### src/rtl/wb_port_arbiter_if.sv
// Bus bundle for wb_port_arbiter: two valid/ready writeback requesters plus the regfile write/read ports.
// slave = arbiter side, master = requester/regfile side.
interface wb_port_arbiter_if #(
  parameter int DATA_W = 32,
  parameter int ADDR_W = 4
);
  logic              REQ0_VALID;
  logic              REQ0_READY;
  logic [ADDR_W-1:0] REQ0_ADDR;
  logic [DATA_W-1:0] REQ0_DATA;
  logic              REQ0_LAST;
  logic              REQ1_VALID;
  logic              REQ1_READY;
  logic [ADDR_W-1:0] REQ1_ADDR;
  logic [DATA_W-1:0] REQ1_DATA;
  logic              REQ1_LAST;
  logic              W_EN;
  logic [ADDR_W-1:0] RADDR3_W;
  logic [DATA_W-1:0] WDATA;
  logic [ADDR_W-1:0] RADDR1_R;
  logic [ADDR_W-1:0] RADDR2_R;
  logic [DATA_W-1:0] RF_RDATA1;
  logic [DATA_W-1:0] RF_RDATA2;
  logic [DATA_W-1:0] RDATA1;
  logic [DATA_W-1:0] RDATA2;

  modport slave (
    input  REQ0_VALID, REQ0_ADDR, REQ0_DATA, REQ0_LAST,
    input  REQ1_VALID, REQ1_ADDR, REQ1_DATA, REQ1_LAST,
    input  RADDR1_R, RADDR2_R, RF_RDATA1, RF_RDATA2,
    output REQ0_READY, REQ1_READY, W_EN, RADDR3_W, WDATA, RDATA1, RDATA2
  );

  modport master (
    output REQ0_VALID, REQ0_ADDR, REQ0_DATA, REQ0_LAST,
    output REQ1_VALID, REQ1_ADDR, REQ1_DATA, REQ1_LAST,
    output RADDR1_R, RADDR2_R, RF_RDATA1, RF_RDATA2,
    input  REQ0_READY, REQ1_READY, W_EN, RADDR3_W, WDATA, RDATA1, RDATA2
  );
endinterface

### src/rtl/wb_port_arbiter.sv
// Round-robin, burst-locking arbiter sharing the regfile write port; handshake -> W_EN in 1 cycle,
// non-granted requesters see READY=0 and must hold. `define WB_BYPASS_EN forwards the in-flight write to readers.
module wb_port_arbiter #(
  parameter int DATA_W    = 32,
  parameter int ADDR_W    = 4,
  parameter int RESET_PTR = 0
) (
  input  logic               CLK,
  input  logic               RST,
  wb_port_arbiter_if.slave   bus
);

  localparam logic [1:0] ST_IDLE  = 2'd0;
  localparam logic [1:0] ST_LOCK0 = 2'd1;
  localparam logic [1:0] ST_LOCK1 = 2'd2;
  localparam logic       PTR_RST  = (RESET_PTR != 0);

  logic [1:0]        state_q, state_d;
  logic              ptr_q, ptr_d;
  logic              w_en_q, w_en_d;
  logic [ADDR_W-1:0] waddr_q, waddr_d;
  logic [DATA_W-1:0] wdata_q, wdata_d;
  logic              gnt0, gnt1;

  always_comb begin
    gnt0    = 1'b0;
    gnt1    = 1'b0;
    state_d = state_q;
    ptr_d   = ptr_q;
    w_en_d  = 1'b0;
    waddr_d = waddr_q;
    wdata_d = wdata_q;

    case (state_q)
      ST_IDLE: begin
        if (bus.REQ0_VALID && bus.REQ1_VALID) begin
          gnt0 = !ptr_q;
          gnt1 = ptr_q;
        end else begin
          gnt0 = bus.REQ0_VALID;
          gnt1 = bus.REQ1_VALID;
        end
      end
      ST_LOCK0: gnt0 = bus.REQ0_VALID;
      ST_LOCK1: gnt1 = bus.REQ1_VALID;
      default:  state_d = ST_IDLE;
    endcase

    // READY must stay low for the whole time reset is asserted, not just after the next edge.
    if (!RST) begin
      gnt0 = 1'b0;
      gnt1 = 1'b0;
    end

    if (gnt0) begin
      ptr_d   = 1'b1;
      state_d = bus.REQ0_LAST ? ST_IDLE : ST_LOCK0;
      w_en_d  = 1'b1;
      waddr_d = bus.REQ0_ADDR;
      wdata_d = bus.REQ0_DATA;
    end else if (gnt1) begin
      ptr_d   = 1'b0;
      state_d = bus.REQ1_LAST ? ST_IDLE : ST_LOCK1;
      w_en_d  = 1'b1;
      waddr_d = bus.REQ1_ADDR;
      wdata_d = bus.REQ1_DATA;
    end
  end

  always_ff @(posedge CLK or negedge RST) begin
    if (!RST) begin
      state_q <= ST_IDLE;
      ptr_q   <= PTR_RST;
      w_en_q  <= 1'b0;
      waddr_q <= '0;
      wdata_q <= '0;
    end else begin
      state_q <= state_d;
      ptr_q   <= ptr_d;
      w_en_q  <= w_en_d;
      waddr_q <= waddr_d;
      wdata_q <= wdata_d;
    end
  end

  assign bus.REQ0_READY = gnt0;
  assign bus.REQ1_READY = gnt1;
  assign bus.W_EN       = w_en_q;
  assign bus.RADDR3_W   = waddr_q;
  assign bus.WDATA      = wdata_q;

`ifdef WB_BYPASS_EN
  assign bus.RDATA1 = (w_en_q && (waddr_q == bus.RADDR1_R)) ? wdata_q : bus.RF_RDATA1;
  assign bus.RDATA2 = (w_en_q && (waddr_q == bus.RADDR2_R)) ? wdata_q : bus.RF_RDATA2;
`else
  logic unused_bypass;
  assign unused_bypass = ^{bus.RADDR1_R, bus.RADDR2_R};
  assign bus.RDATA1    = bus.RF_RDATA1;
  assign bus.RDATA2    = bus.RF_RDATA2;
`endif

endmodule

### src/flat_wrapper.sv
// flat-port wrapper written by rule: the top's interface ports become plain ports
module wb_port_arbiter_flat 
#(
  parameter int DATA_W    = 32,
  parameter int ADDR_W    = 4,
  parameter int RESET_PTR = 0
)
  (CLK, RST, bus_REQ0_VALID, bus_REQ0_ADDR, bus_REQ0_DATA, bus_REQ0_LAST, bus_REQ1_VALID, bus_REQ1_ADDR, bus_REQ1_DATA, bus_REQ1_LAST, bus_RADDR1_R, bus_RADDR2_R, bus_RF_RDATA1, bus_RF_RDATA2, bus_REQ0_READY, bus_REQ1_READY, bus_W_EN, bus_RADDR3_W, bus_WDATA, bus_RDATA1, bus_RDATA2);
  wb_port_arbiter_if #(.DATA_W(DATA_W), .ADDR_W(ADDR_W)) bus_i ();
  input  logic CLK;
  input  logic RST;
  input wire logic [$bits(bus_i.REQ0_VALID)-1:0] bus_REQ0_VALID;
  input wire logic [$bits(bus_i.REQ0_ADDR)-1:0] bus_REQ0_ADDR;
  input wire logic [$bits(bus_i.REQ0_DATA)-1:0] bus_REQ0_DATA;
  input wire logic [$bits(bus_i.REQ0_LAST)-1:0] bus_REQ0_LAST;
  input wire logic [$bits(bus_i.REQ1_VALID)-1:0] bus_REQ1_VALID;
  input wire logic [$bits(bus_i.REQ1_ADDR)-1:0] bus_REQ1_ADDR;
  input wire logic [$bits(bus_i.REQ1_DATA)-1:0] bus_REQ1_DATA;
  input wire logic [$bits(bus_i.REQ1_LAST)-1:0] bus_REQ1_LAST;
  input wire logic [$bits(bus_i.RADDR1_R)-1:0] bus_RADDR1_R;
  input wire logic [$bits(bus_i.RADDR2_R)-1:0] bus_RADDR2_R;
  input wire logic [$bits(bus_i.RF_RDATA1)-1:0] bus_RF_RDATA1;
  input wire logic [$bits(bus_i.RF_RDATA2)-1:0] bus_RF_RDATA2;
  output wire logic [$bits(bus_i.REQ0_READY)-1:0] bus_REQ0_READY;
  output wire logic [$bits(bus_i.REQ1_READY)-1:0] bus_REQ1_READY;
  output wire logic [$bits(bus_i.W_EN)-1:0] bus_W_EN;
  output wire logic [$bits(bus_i.RADDR3_W)-1:0] bus_RADDR3_W;
  output wire logic [$bits(bus_i.WDATA)-1:0] bus_WDATA;
  output wire logic [$bits(bus_i.RDATA1)-1:0] bus_RDATA1;
  output wire logic [$bits(bus_i.RDATA2)-1:0] bus_RDATA2;
  assign bus_i.REQ0_VALID = bus_REQ0_VALID;
  assign bus_i.REQ0_ADDR = bus_REQ0_ADDR;
  assign bus_i.REQ0_DATA = bus_REQ0_DATA;
  assign bus_i.REQ0_LAST = bus_REQ0_LAST;
  assign bus_i.REQ1_VALID = bus_REQ1_VALID;
  assign bus_i.REQ1_ADDR = bus_REQ1_ADDR;
  assign bus_i.REQ1_DATA = bus_REQ1_DATA;
  assign bus_i.REQ1_LAST = bus_REQ1_LAST;
  assign bus_i.RADDR1_R = bus_RADDR1_R;
  assign bus_i.RADDR2_R = bus_RADDR2_R;
  assign bus_i.RF_RDATA1 = bus_RF_RDATA1;
  assign bus_i.RF_RDATA2 = bus_RF_RDATA2;
  assign bus_REQ0_READY = bus_i.REQ0_READY;
  assign bus_REQ1_READY = bus_i.REQ1_READY;
  assign bus_W_EN = bus_i.W_EN;
  assign bus_RADDR3_W = bus_i.RADDR3_W;
  assign bus_WDATA = bus_i.WDATA;
  assign bus_RDATA1 = bus_i.RDATA1;
  assign bus_RDATA2 = bus_i.RDATA2;
  wb_port_arbiter #(.DATA_W(DATA_W), .ADDR_W(ADDR_W), .RESET_PTR(RESET_PTR)) u_core (.CLK(CLK), .RST(RST), .bus(bus_i));
endmodule
### config.mk
export PLATFORM = sky130hd
export DESIGN_NAME = wb_port_arbiter_flat
export DESIGN_NICKNAME = d
export VERILOG_FILES = /design/src/rtl/wb_port_arbiter_if.sv /design/src/rtl/wb_port_arbiter.sv /design/src/flat_wrapper.sv
export SDC_FILE = /design/constraint.sdc
export NUM_CORES = 1
export LEC_CHECK = 0
export ABC_AREA = 1
export CAP_MARGIN = 40
export CORE_MARGIN = 5
export CORE_UTILIZATION = 32
export CTS_BUF_LIST = sky130_fd_sc_hd__clkbuf_16
export DETAILED_ROUTE_END_ITERATION = 10
export PLACE_DENSITY = 0.88
export REMOVE_ABC_BUFFERS = 1
export SYNTH_ARGS = -nofsm -noshare
export SYNTH_HDL_FRONTEND = slang
export SYNTH_SLANG_ARGS = --single-unit
### constraint.sdc
create_clock -name CLK -period 1.65 [get_ports CLK]
set_input_delay 0.495 -clock CLK [delete_from_list [all_inputs] [get_ports CLK]]
set_output_delay 0.495 -clock CLK [all_outputs]
set_load 0.005 [all_outputs]
==> impl_metrics.ini, run 1 <==
[timing]
period_needed_ns = 1.71
holdWs_ns = 0.353
fmax_mhz = 583
rsz0062_at_grt = yes
worstMarginPinSlew_ns = 0.506
setup_viol = 2
hold_viol = 0
timing.setup.tns_ns = -0.0805
fin_skew_ns = 0.00253
fin_ws_ns = -0.0645
max_slew_margin_pct = 66.2
slew_viol_final = 0
fin_crit_sh_pct = 104

[synthesis]
yosysMostFrequentCell = nand2_1
synth_area_leaders = dfrtp_1, buf_4, nand2_1
netlist_area_um2 = 2820
synth_warnings = 0
syn_avg_cell_area_um2 = 7.05
synthFlopType = dfrtp_1
synth-seq-area-share_pct = 35.5
synth-async-reset-ratio_pct = 100
synth_edf_count = 0
synth_top_cell_area_share_pct = 35.5
yosysTopAreaCell = dfrtp_1
synth.distinct_cells = 19
synth_commonest_cells = nand2_1, inv_1, buf_4
ys_seq_elements = 40
syn_inst = 400

[die]
core_area_um2 = 8640
dieWidth_um = 104
die_y_um = 104
rows = 34
start_util_pct = 32.7
dieArea_um2 = 10800
ios = 253

[power]
ir_drop_mv = 0.429
power_density_nw_per_um2 = 1110
leakagePower_nw = 2.34

[route]
post-route-drc-count = 0
viasPerCell = 4.76
post_drt_wl_per_cell_um = 23.8
vias = 2716
drt-pass1-iter-count = 4
wirelength_um = 13500
drt_iter0_markers = 110
ant_nets = 0

[finish]
fin_nets = 612
syn2layout_area_growth_pct = 38.2
drive_gt1_share_pct = 11.5
n_antenna_cell = 0
fill_cells = 830

[global_routing]
grt_pass1_wl_um = 19700
grt_usage_pct = 24.5
grt_max_degree = 41
met3_usage_pct = 30.4
first_global_vias = 2788
grt-busiest-layer = met2
antenna_found_initial = 0
grt_remaining_overflow = 0
gr-usage-met1_pct = 19.3
met2_usage_pct = 37.7

[worst_setup_path]
regToRegSetupSlack_ns = 0.06
crit_chain = buf_6 > inv_4 > nand2_4 > nor2_8 > nand2_4 > inv_2 > buf_6
worstPathArrival_ns = 1.22
startpoint_type = flip-flop
cp-startpoint = u_core.state_q[1]$_DFFE_PN0P_
path_max_fanout = 2
cp_data_required_time_ns = 1.15
reg2reg_to = u_core.bus.WDATA[18]$_DFFE_PN0P_
crit_slowest_cell = dfrtp_1
critPathMaxStageDelay_ns = 0.40
r2r_start = u_core.state_q[1]$_DFFE_PN0P_
rr_worst_depth = 10
worstSetupPathType = flip-flop to primary output
cp-end-kind = primary output
cp-endpoint = bus_REQ0_READY

[clock_tree]
path_clk_slew_ns = 0.05
cts_htree_levels = 2
cts_inserted_buffers = 5
cts_tree = yes
insertion_delay_ns = 0.27
clkSinkCount = 40
root_buffer = clkbuf_16
clk_path_buf_depth = 2
postCtsHoldBufs = 0

[hold_path]
hold_path.class = input pin to async pin

[placed_design]
gp_congestion = 0.929
hpwl_um = 11200
numPortBuffers = 116

[outcome]
status = finished, violations left
violations = setup timing

[flow_run]
drv_cap = 0
==> critical path: cells and delay by family (launching register included) <==
kind,cells,cell delay (ns)
flip-flops,1,0.40
buffers and inverters,4,0.32
AND/OR/NAND/NOR,3,0.23
==> cell families (layout without fill, tap and decap cells) <==
family                 count (synthesis)  count (layout)  share of synthesized area (%)
flip-flops                            40              40                           35.5
buffers and inverters                161             223                           31.6
AND/OR/NAND/NOR                      199             199                           32.9
==> power breakdown <==
group	leakage, nW	total [W]	internal (W)	switching (W)
logic	1.78	0.00187	0.000997	0.000870
clock network	0.0709	0.000895	0.000543	0.000352
registers	0.490	0.00156	0.00134	0.000217
==> state kept, by name, summed over array words and instances, names as in the netlist <==
signal               cells
u_core.bus.WDATA        32
u_core.bus.RADDR3_W      4
u_core.state_q           2
u_core.bus.W_EN          1
u_core.ptr_q             1
==> worst min path at each step <==
stage / slack, ns / end / start / cells past startpoint
finish: 0.35 / u_core.bus.WDATA[9]$_DFFE_PN0P_ / RST / 2
global route: 0.42 / u_core.bus.WDATA[25]$_DFFE_PN0P_ / RST / 2
CTS: 0.39 / u_core.bus.WDATA[25]$_DFFE_PN0P_ / RST / 2
detailed placement: 0.47 / u_core.bus.RADDR3_W[0]$_DFFE_PN0P_ / u_core.bus.RADDR3_W[0]$_DFFE_PN0P_ / 2
global placement: 0.46 / u_core.bus.WDATA[31]$_DFFE_PN0P_ / u_core.bus.WDATA[31]$_DFFE_PN0P_ / 2
floorplan: 0.20 / u_core.bus.RADDR3_W[0]$_DFFE_PN0P_ / RST / 0
==> layer usage <==
metal	share of wire, %	vias to the layer above
met5	1.1	-
met4	0.95	6
met3	27	21
met2	45	264
met1	25	1180
li1	-	1245
==> layout make-up <==
| type | count | area, um^2 | area share [%] |
|---|---|---|---|
| Multi-Input combinational cell | 199 | 953 | 24.5 |
| Tap cell | 108 | 135 | 3.47 |
| Inverter | 80 | 310 | 7.96 |
| Timing Repair Buffer | 136 | 1370 | 35.0 |
| Clock buffer | 5 | 125 | 3.21 |
| Sequential cell | 40 | 1000 | 25.7 |
| Clock inverter | 2 | 8.76 | 0.225 |
==> through the flow <==
stage          area, um^2  setup WS, ns  std cells  power, W  util [%]
4_1_cts              3780       -0.0857        565   0.00431      43.8
6_report             3900       -0.0645        570   0.00432      45.1
5_1_grt              3900        -0.133        570   0.00465      45.1
3_5_place_dp         3600        -0.678        553   0.00341      41.7
3_3_place_gp         3600        -0.664        553   0.00335      41.7
2_1_floorplan        2230        -0.663        319   0.00220         -
==> cells in the final DEF, fill, tap and decap left out, drive strengths merged <==
cell / Yosys / final
nor2: 4 / 4
clkbuf: 5 / 5
nand2: 118 / 118
dlygate4sd2: 0 / 15
buf: 76 / 23
clkdlybuf4s50: 0 / 77
dfrtp: 40 / 40
dlymetal6s2s: 0 / 19
nand4: 2 / 2
inv: 80 / 81
nand3: 73 / 73
clkinv: 0 / 1
clkdlybuf4s15: 0 / 2
or2: 2 / 2
==> what timing repair did <==
item,in CTS,in global routing
pin swaps,4,3
resized for setup,41,26
setup endpoints to repair,55,59
buffers inserted,5,6
(Power assumes the default switching activity.)
==> run 2, diff against run 1 <==
--- a/config.mk
+++ b/config.mk
@@ -10,7 +10,9 @@
 export CORE_MARGIN = 5
 export CORE_UTILIZATION = 32
 export CTS_BUF_LIST = sky130_fd_sc_hd__clkbuf_16
+export CTS_CLUSTER_DIAMETER = 80
 export DETAILED_ROUTE_END_ITERATION = 10
+export GPL_ROUTABILITY_DRIVEN = 0
 export PLACE_DENSITY = 0.88
 export REMOVE_ABC_BUFFERS = 1
 export SYNTH_ARGS = -nofsm -noshare
==> results of run 2 <==
Same layout as run 1: the final DEF is identical, and so are final timing and power.
==> run 3, diff against run 2 <==
--- a/config.mk
+++ b/config.mk
@@ -6,11 +6,10 @@
 export NUM_CORES = 1
 export LEC_CHECK = 0
 export ABC_AREA = 1
-export CAP_MARGIN = 40
 export CORE_MARGIN = 5
 export CORE_UTILIZATION = 32
 export CTS_BUF_LIST = sky130_fd_sc_hd__clkbuf_16
-export CTS_CLUSTER_DIAMETER = 80
+export CTS_CLUSTER_DIAMETER = 200
 export DETAILED_ROUTE_END_ITERATION = 10
 export GPL_ROUTABILITY_DRIVEN = 0
 export PLACE_DENSITY = 0.88
==> results of run 3 <==
Same layout as run 1: the final DEF is identical, and so are final timing and power.
